## src/rtl/alu_acc_ctrl_pkg.sv

```systemverilog
// alu_acc_ctrl_pkg
// Shared encodings for the accumulator sequencer: command op codes,
// FSM state encodings and the datapath width.
package alu_acc_ctrl_pkg;

    localparam int DATA_W = 8;

    typedef enum logic [1:0] {
        OP_LOAD = 2'b00,
        OP_ADD  = 2'b01,
        OP_SUB  = 2'b10,
        OP_CLR  = 2'b11
    } op_e;

    typedef enum logic [1:0] {
        S_IDLE = 2'b00,
        S_EXEC = 2'b01,
        S_RESP = 2'b10
    } state_e;

endpackage : alu_acc_ctrl_pkg

```

## src/rtl/alu_acc_ctrl.sv

```systemverilog
// alu_acc_ctrl
// Sequencer and accumulator stage placed directly upstream of an 8-bit
// add/subtract ALU. Takes commands over a valid/ready handshake, feeds the
// ALU from registered state, captures the result into the accumulator and
// returns it with flags over a second valid/ready handshake. Also keeps a
// sticky overflow flag and a count of completed responses.
//
// Ports
//   clock, reset           rising-edge clock, synchronous active-high reset
//   io_cmd_valid/ready     command handshake
//   io_cmd_op, io_cmd_data op code (LOAD/ADD/SUB/CLR) and operand
//   io_alu_a/b/sel         ALU operands and select (1 = subtract)
//   io_alu_result/overflow ALU outputs, sampled only in EXEC
//   io_alu_zero            not consumed; zero is computed locally
//   io_rsp_valid/ready     response handshake
//   io_rsp_result/overflow/zero  registered response fields
//   io_acc                 current accumulator
//   io_ovf_sticky          OR of response overflows since reset or CLR
//   io_op_count            completed responses, modulo 256
//
// state  | meaning
// -------+---------------------------------------------------------
// S_IDLE | ready for a command (io_cmd_ready = 1)
// S_EXEC | one ALU evaluation cycle, inputs from registers only
// S_RESP | response held valid until io_rsp_ready
module alu_acc_ctrl
    import alu_acc_ctrl_pkg::*;
#(
    parameter int W = DATA_W
) (
    input  logic         clock,
    input  logic         reset,
    input  logic         io_cmd_valid,
    output logic         io_cmd_ready,
    input  logic [1:0]   io_cmd_op,
    input  logic [W-1:0] io_cmd_data,
    output logic [W-1:0] io_alu_a,
    output logic [W-1:0] io_alu_b,
    output logic         io_alu_sel,
    input  logic [W-1:0] io_alu_result,
    input  logic         io_alu_overflow,
    input  logic         io_alu_zero,
    output logic         io_rsp_valid,
    input  logic         io_rsp_ready,
    output logic [W-1:0] io_rsp_result,
    output logic         io_rsp_overflow,
    output logic         io_rsp_zero,
    output logic [W-1:0] io_acc,
    output logic         io_ovf_sticky,
    output logic [7:0]   io_op_count
);

    state_e        r_state;
    state_e        w_next_state;
    op_e           r_op;
    op_e           w_cmd_op;
    logic [W-1:0]  r_acc;
    logic [W-1:0]  r_opnd;
    logic [W-1:0]  r_rsp_result;
    logic          r_rsp_ovf;
    logic          r_rsp_zero;
    logic          r_ovf_sticky;
    logic [7:0]    r_op_count;
    logic          w_cmd_fire;
    logic          w_rsp_fire;
    logic          w_unused;

    // The ALU's own zero flag is redundant with the local compare.
    assign w_unused = io_alu_zero;

    assign w_cmd_op = op_e'(io_cmd_op);

    always_ff @(posedge clock) begin
        if (reset) begin
            r_state <= S_IDLE;
        end else begin
            r_state <= w_next_state;
        end
    end

    always_comb begin
        w_next_state = r_state;
        w_cmd_fire   = 1'b0;
        w_rsp_fire   = 1'b0;
        io_cmd_ready = 1'b0;
        io_rsp_valid = 1'b0;
        case (r_state)
            S_IDLE: begin
                io_cmd_ready = 1'b1;
                if (io_cmd_valid) begin
                    w_cmd_fire = 1'b1;
                    if (w_cmd_op == OP_ADD || w_cmd_op == OP_SUB) begin
                        w_next_state = S_EXEC;
                    end else begin
                        w_next_state = S_RESP;
                    end
                end
            end
            S_EXEC: begin
                w_next_state = S_RESP;
            end
            S_RESP: begin
                io_rsp_valid = 1'b1;
                if (io_rsp_ready) begin
                    w_rsp_fire   = 1'b1;
                    w_next_state = S_IDLE;
                end
            end
            default: begin
                w_next_state = S_IDLE;
            end
        endcase
    end

    always_ff @(posedge clock) begin
        if (reset) begin
            r_op         <= OP_ADD;
            r_opnd       <= '0;
            r_acc        <= '0;
            r_rsp_result <= '0;
            r_rsp_ovf    <= 1'b0;
            r_rsp_zero   <= 1'b0;
            r_ovf_sticky <= 1'b0;
            r_op_count   <= '0;
        end else begin
            if (w_cmd_fire) begin
                r_op   <= w_cmd_op;
                r_opnd <= io_cmd_data;
                case (w_cmd_op)
                    OP_LOAD: begin
                        r_acc        <= io_cmd_data;
                        r_rsp_result <= io_cmd_data;
                        r_rsp_ovf    <= 1'b0;
                        r_rsp_zero   <= (io_cmd_data == '0);
                    end
                    OP_CLR: begin
                        r_acc        <= '0;
                        r_rsp_result <= '0;
                        r_rsp_ovf    <= 1'b0;
                        r_rsp_zero   <= 1'b1;
                        r_ovf_sticky <= 1'b0;
                    end
                    default: begin
                    end
                endcase
            end
            if (r_state == S_EXEC) begin
                r_acc        <= io_alu_result;
                r_rsp_result <= io_alu_result;
                r_rsp_ovf    <= io_alu_overflow;
                r_rsp_zero   <= (io_alu_result == '0);
            end
            // Command and response never fire on the same edge, so the
            // CLR clear above cannot collide with this update.
            if (w_rsp_fire) begin
                r_op_count   <= r_op_count + 8'd1;
                r_ovf_sticky <= r_ovf_sticky | r_rsp_ovf;
            end
        end
    end

    assign io_alu_a        = r_acc;
    assign io_alu_b        = r_opnd;
    assign io_alu_sel      = (r_op == OP_SUB);
    assign io_rsp_result   = r_rsp_result;
    assign io_rsp_overflow = r_rsp_ovf;
    assign io_rsp_zero     = r_rsp_zero;
    assign io_acc          = r_acc;
    assign io_ovf_sticky   = r_ovf_sticky;
    assign io_op_count     = r_op_count;

endmodule : alu_acc_ctrl

```

## config.mk

```make
export PLATFORM = sky130hd
export DESIGN_NAME = alu_acc_ctrl
export DESIGN_NICKNAME = d
export VERILOG_FILES = /design/src/rtl/alu_acc_ctrl_pkg.sv /design/src/rtl/alu_acc_ctrl.sv
export SDC_FILE = /design/constraint.sdc
export NUM_CORES = 1
export LEC_CHECK = 0
export CORE_MARGIN = 1.5
export CORE_UTILIZATION = 40
export CTS_CLUSTER_DIAMETER = 80
export DETAILED_ROUTE_END_ITERATION = 10
export PLACE_DENSITY = 0.81
export SLEW_MARGIN = 20
export SYNTH_ARGS = -nofsm -noshare
export SYNTH_HDL_FRONTEND = slang
export SYNTH_SLANG_ARGS = --single-unit
```

## constraint.sdc

```tcl
create_clock -name clock -period 2 [get_ports clock]
set_input_delay 0.2 -clock clock [delete_from_list [all_inputs] [get_ports clock]]
set_output_delay 0.2 -clock clock [all_outputs]
set_load 0.05 [all_outputs]
```

# Word level (Yosys, flattened, before mapping)
# Cells that the tools add are included.
[totals] regBits=31 memories=0 mem_bits_rw=0 in_bits=24 wordCells=55 latch_bits=0 mem_bits_ro=0 out_inout_bits=46
[classes] n_addsub=1 eq_ne=8 magnitude_cmp=0 mux=22 bitwise=1 n_reduce_logical=15 multipliers=0 shift=0 div=0
[op_table] op="$logic_not 8->1" n=2
[op_table] op="$mux 8" n=2
[op_table] op="$pmux 8 s2" n=1
[op_table] op="$mux 1" n=14
[op_table] op="$add 8x1->8 const B" n=1
[op_table] op="$eq 2x2->1 const B" n=4
[op_table] op="$reduce_and 2->1" n=4
[op_table] op="$reduce_bool 2->1" n=4
[op_table] op="$mux 2" n=3
[op_table] op="$pmux 2 s3" n=1
[op_table] op="$eq 2x1->1 const B" n=2
[op_table] op="$logic_not 2->1" n=2
[op_table] op="$ne 2x2->1 const B" n=2
[op_table] op="$reduce_bool 3->1" n=1
[op_table] op="$pmux 1 s2" n=1
[op_table] op="$reduce_or 2->1" n=1
[op_table] op="$logic_or 1x1->1" n=1
[op_table] op="$or 1x1->1" n=1

# Depth between registers and ports, before layout
[logic_depth] ltp_word=5 mapped_depth=7 depth_no_buf=6

# Least setup slack after synthesis
# No wires, ideal clock.
[synth_timing] kind="flip-flop to flip-flop" startpoint="reg r_state[1]" endpoint="reg r_opnd[4] (netlist: io_alu_b[4])" path_buffers=1 path_slack_ps=237 t_required_ps=1929 setup_ps=71 path_stages_with_launch=6 arrival_ps=1693 synth_period_minus_slack_ps=1763 path_cell_list="dfxtp_1 > nor2_1 > and2_1 > clkbuf_1 > nand2_1 > a21oi_1"
[synth_via] elab_chain_len=2
[synth_lines] element="start: declaration" line_no="alu_acc_ctrl.sv:53" rtl="state_e r_state;"
[synth_lines] element="start signal: assignment" line_no="alu_acc_ctrl.sv:77" rtl="r_state <= w_next_state;"
[synth_lines] element="$logic_not 2->1" line_no="alu_acc_ctrl.sv:87" rtl="case (r_state)"
[synth_lines] element="$mux 1" line_no="alu_acc_ctrl.sv:87"
[synth_lines] element="end signal: assignment" line_no="alu_acc_ctrl.sv:128" rtl="r_opnd <= io_cmd_data;"
[synth_lines] element="end: declaration" line_no="alu_acc_ctrl.sv:58" rtl="logic [W-1:0] r_opnd;"
# Every way passes these cells.
# A chain may end at the register's enable or synchronous reset.

# Worst setup path in the final report
[layout_timing] startpoint="reg r_state[1]" endpoint="out io_cmd_ready"
[layout_via] elab_chain_len=2
[layout_lines] element="$logic_not 2->1" line_no="alu_acc_ctrl.sv:87"
[layout_lines] element="$mux 1" line_no="alu_acc_ctrl.sv:87"
[layout_lines] element="end: declaration" line_no="alu_acc_ctrl.sv:34" rtl="output logic io_cmd_ready,"
# Every way passes these cells.

==> metrics.md <==
| Metric | Value |
|---|---|
| Status | complete, no violations |
| CTS root buf | clkbuf_4 |
| First-pass GRT wire length | 5.830 mm |
| Worst R2R Path Depth | 4 |
| Fin crit share | 0.9590 |
| Sequential share of the synthesized area | 0.4309 |
| Clock Skews | 0.006209 ns |
| Core outline area | 3390 µm² |
| GRT Residual Overflow | 0 |
| Clock buffer depth | 2 |
| Setup CP Type | reg2out |
| CP arrival | 1.72 ns |
| Final instance area | 2135 µm² |
| Mapped Cells | 166 |
| WHS | 0.4573 ns |
| DRT iter0 DRCs | 88 |
| DR pass1 iterations | 5 |
| H-tree levels | 2 |
| Leakage | 0.0008035 µW |
| Ports | 70 |
| Final HPWL DP | 2.537 mm |
| Leading register cell type out of synthesis | dfxtp_1 |
| Die width | 63 µm |
| Layout cells sized above 1 | 0.07207 |
| Initial antenna violation count | 0 |
| Synth unique cells | 35 |
| Synth top area share | 0.4309 |
| Antenna Nets Post-Route | 0 |
| Fmax | 0.5214 GHz |
| Setup crit start kind | flip-flop |
| R2r setup slk | 0.46 ns |
| DP Cell Count | 260 |
| Post-Syn Area | 1440 µm² |
| Die height | 63 µm |
| # hold bufs at CTS | 0 |
| Setup violators final | 0 |
| Commonest non-fill, non-tap cell in the layout | clkdlybuf4s50_1 |
| Pwr/cell area | 764.8 nW/µm² |
| Syn Nets | 193 |
| Ant diodes | 0 |
| Final Hold Fails | 0 |
| Maxcap violations | 0 |
| DRC Markers | 0 |
| GPL Wtd Cong | 0.7642 |
| Async set-reset flop share out of synthesis | 0 |
| GRT Util Overall | 0.1864 |
| Site Rows | 21 |
| Final net count | 248 |
| Largest net degree at the start of global routing | 32 |
| Port bufs | 68 |
| Vias in the first global route | 1273 |
| Initial core utilization | 0.4249 |
| Area Overhead vs Synth | 48.22% |
| Mean Syn Cell Area | 8.675 µm² |
| CP Capture Type | output port |
| Clock slew at reported path FFs | 0.09 ns |
| Synth top area cells | dfxtp_1 (43%), buf_4 (8.3%), nand2_1 (6.5%), nor2_1 (5.0%), a222oi_1 (4.9%) |
| Fin. max-slew vios | 0 |
| Fin cells | 268 |
| Worst skew pair latency | 0.34 ns |
| Tot Pwr | 1633 µW |
| RSZ-0062 raised after global routing | false |
| Synthesis Warnings | 0 |
| Worst slew pin tran | 0.5115 ns |
| Via count | 1327 |
| DP Area | 2049 µm² |
| HP Class | reg2reg |
| CTS buffer count | 5 |
| Setup Buffers After CTS | 0 |
| Post-synthesis register bit count | 31 |
| Cell taking the most area after synthesis | dfxtp_1 |
| Most frequent cells in the layout | clkdlybuf4s50_1 (67), dfxtp_1 (31), nand2_1 (25) |
| Slew HR | 0.6579 |
| Die area | 3969 µm² |
| Hold Path Depth | 2 |
| Sink Count | 31 |
| CTS tree | yes |
| CP required | 1.80 ns |
| Final wirelength | 3.535 mm |
| Number of flops mapped to enable cells by yosys | 0 |
| Via density per instance | 4.951 |
| Final min period | 1.918 ns |
| Largest fanout on the critical path | 8 |
| Worst VDD drop | 435.9 µV |
| Post-route setup TNS | 0 ns |
| Avg WL per Cell | 13.19 µm |
## cells by family (layout without fill, tap and decap cells)
kind of cell	count (synthesis)	count (layout)	share of synthesized area
DFF	31	31	0.4309
buffers and inverters	29	85	0.1234
xor gates and xnor gates	6	6	0.03649
adders and majority gates	3	3	0.02607
AOI/OAI and AO/OA	29	29	0.1468
and+or+nand+nor	67	67	0.2294
muxes	1	1	0.006951
## synthesized netlist by cell type (2+ instances only)
master	number
nand2_1	25
xor2_1	4
nand4_1	2
nor2b_1	3
xnor2_1	2
clkbuf_1	6
nor2_1	19
ha_1	3
o21ai_0	2
dfxtp_1	31
buf_4	16
a21oi_1	12
inv_1	5
a222oi_1	7
a211oi_1	2
nor3_1	5
and3_1	2
nor4_1	3
## metal layers
layer / routed length, µm / track usage / vias to the layer above
met5: 0 / 0 / -
met4: 51 / 0.07778 / 0
met3: 257 / 0.06486 / 5
met2: 1637 / 0.2753 / 53
met1: 1589 / 0.2458 / 597
li1: - / - / 672
## final timing paths
| check | start | end |
|---|---|---|
| setup reg to reg | r_state[0] | io_rsp_zero |
| setup / recovery | r_state[1] | io_cmd_ready |
| hold / removal | r_op[1] | r_op[1] |
| hold reg to reg | r_op[1] | r_op[1] |
## timing repair
item                                    in CTS  in global routing
endpoints found under the setup margin       1                  0
endpoints found under the hold margin        0                  0
resized for setup                            1                  0
## layout make-up
class | count | area [µm²]
Sequential cell | 31 | 620.6
Multi-Input combinational cell | 106 | 641.9
Fill cell | 292 | 1255
Tap cell | 46 | 57.56
Clock inverter | 2 | 35.03
Timing Repair Buffer | 72 | 709.4
Clock buffer | 6 | 51.30
Inverter | 5 | 18.77
## power by group
group | total (µW) | internal, µW | switching, µW
clock | 515 | 295 | 220
sequential | 674 | 648 | 25.9
combinational | 443 | 167 | 276
total | 1630 | 1110 | 522
## stage by stage
stage                       util  setup WS, ns
after floorplan                -        0.2369
after global placement    0.6047       0.08111
after detailed placement  0.6047       0.06113
after CTS                 0.6298       0.07561
after global routing      0.6298      0.006400
final                     0.6298       0.08206
## critical path: stages (launching register included)
cell and delay, ns:
dfxtp_1 0.39, nor2_1 0.18, clkdlybuf4s50_1 0.82
## sequential cells by signal, indices dropped and copies added, names as in the netlist
| signal | flops |
|---|---|
| io_alu_b | 8 |
| io_op_count | 8 |
| io_ovf_sticky | 1 |
| io_rsp_overflow | 1 |
| io_rsp_result | 8 |
| io_rsp_zero | 1 |
| r_op | 2 |
| r_state | 2 |
(Power assumes the default switching activity.)
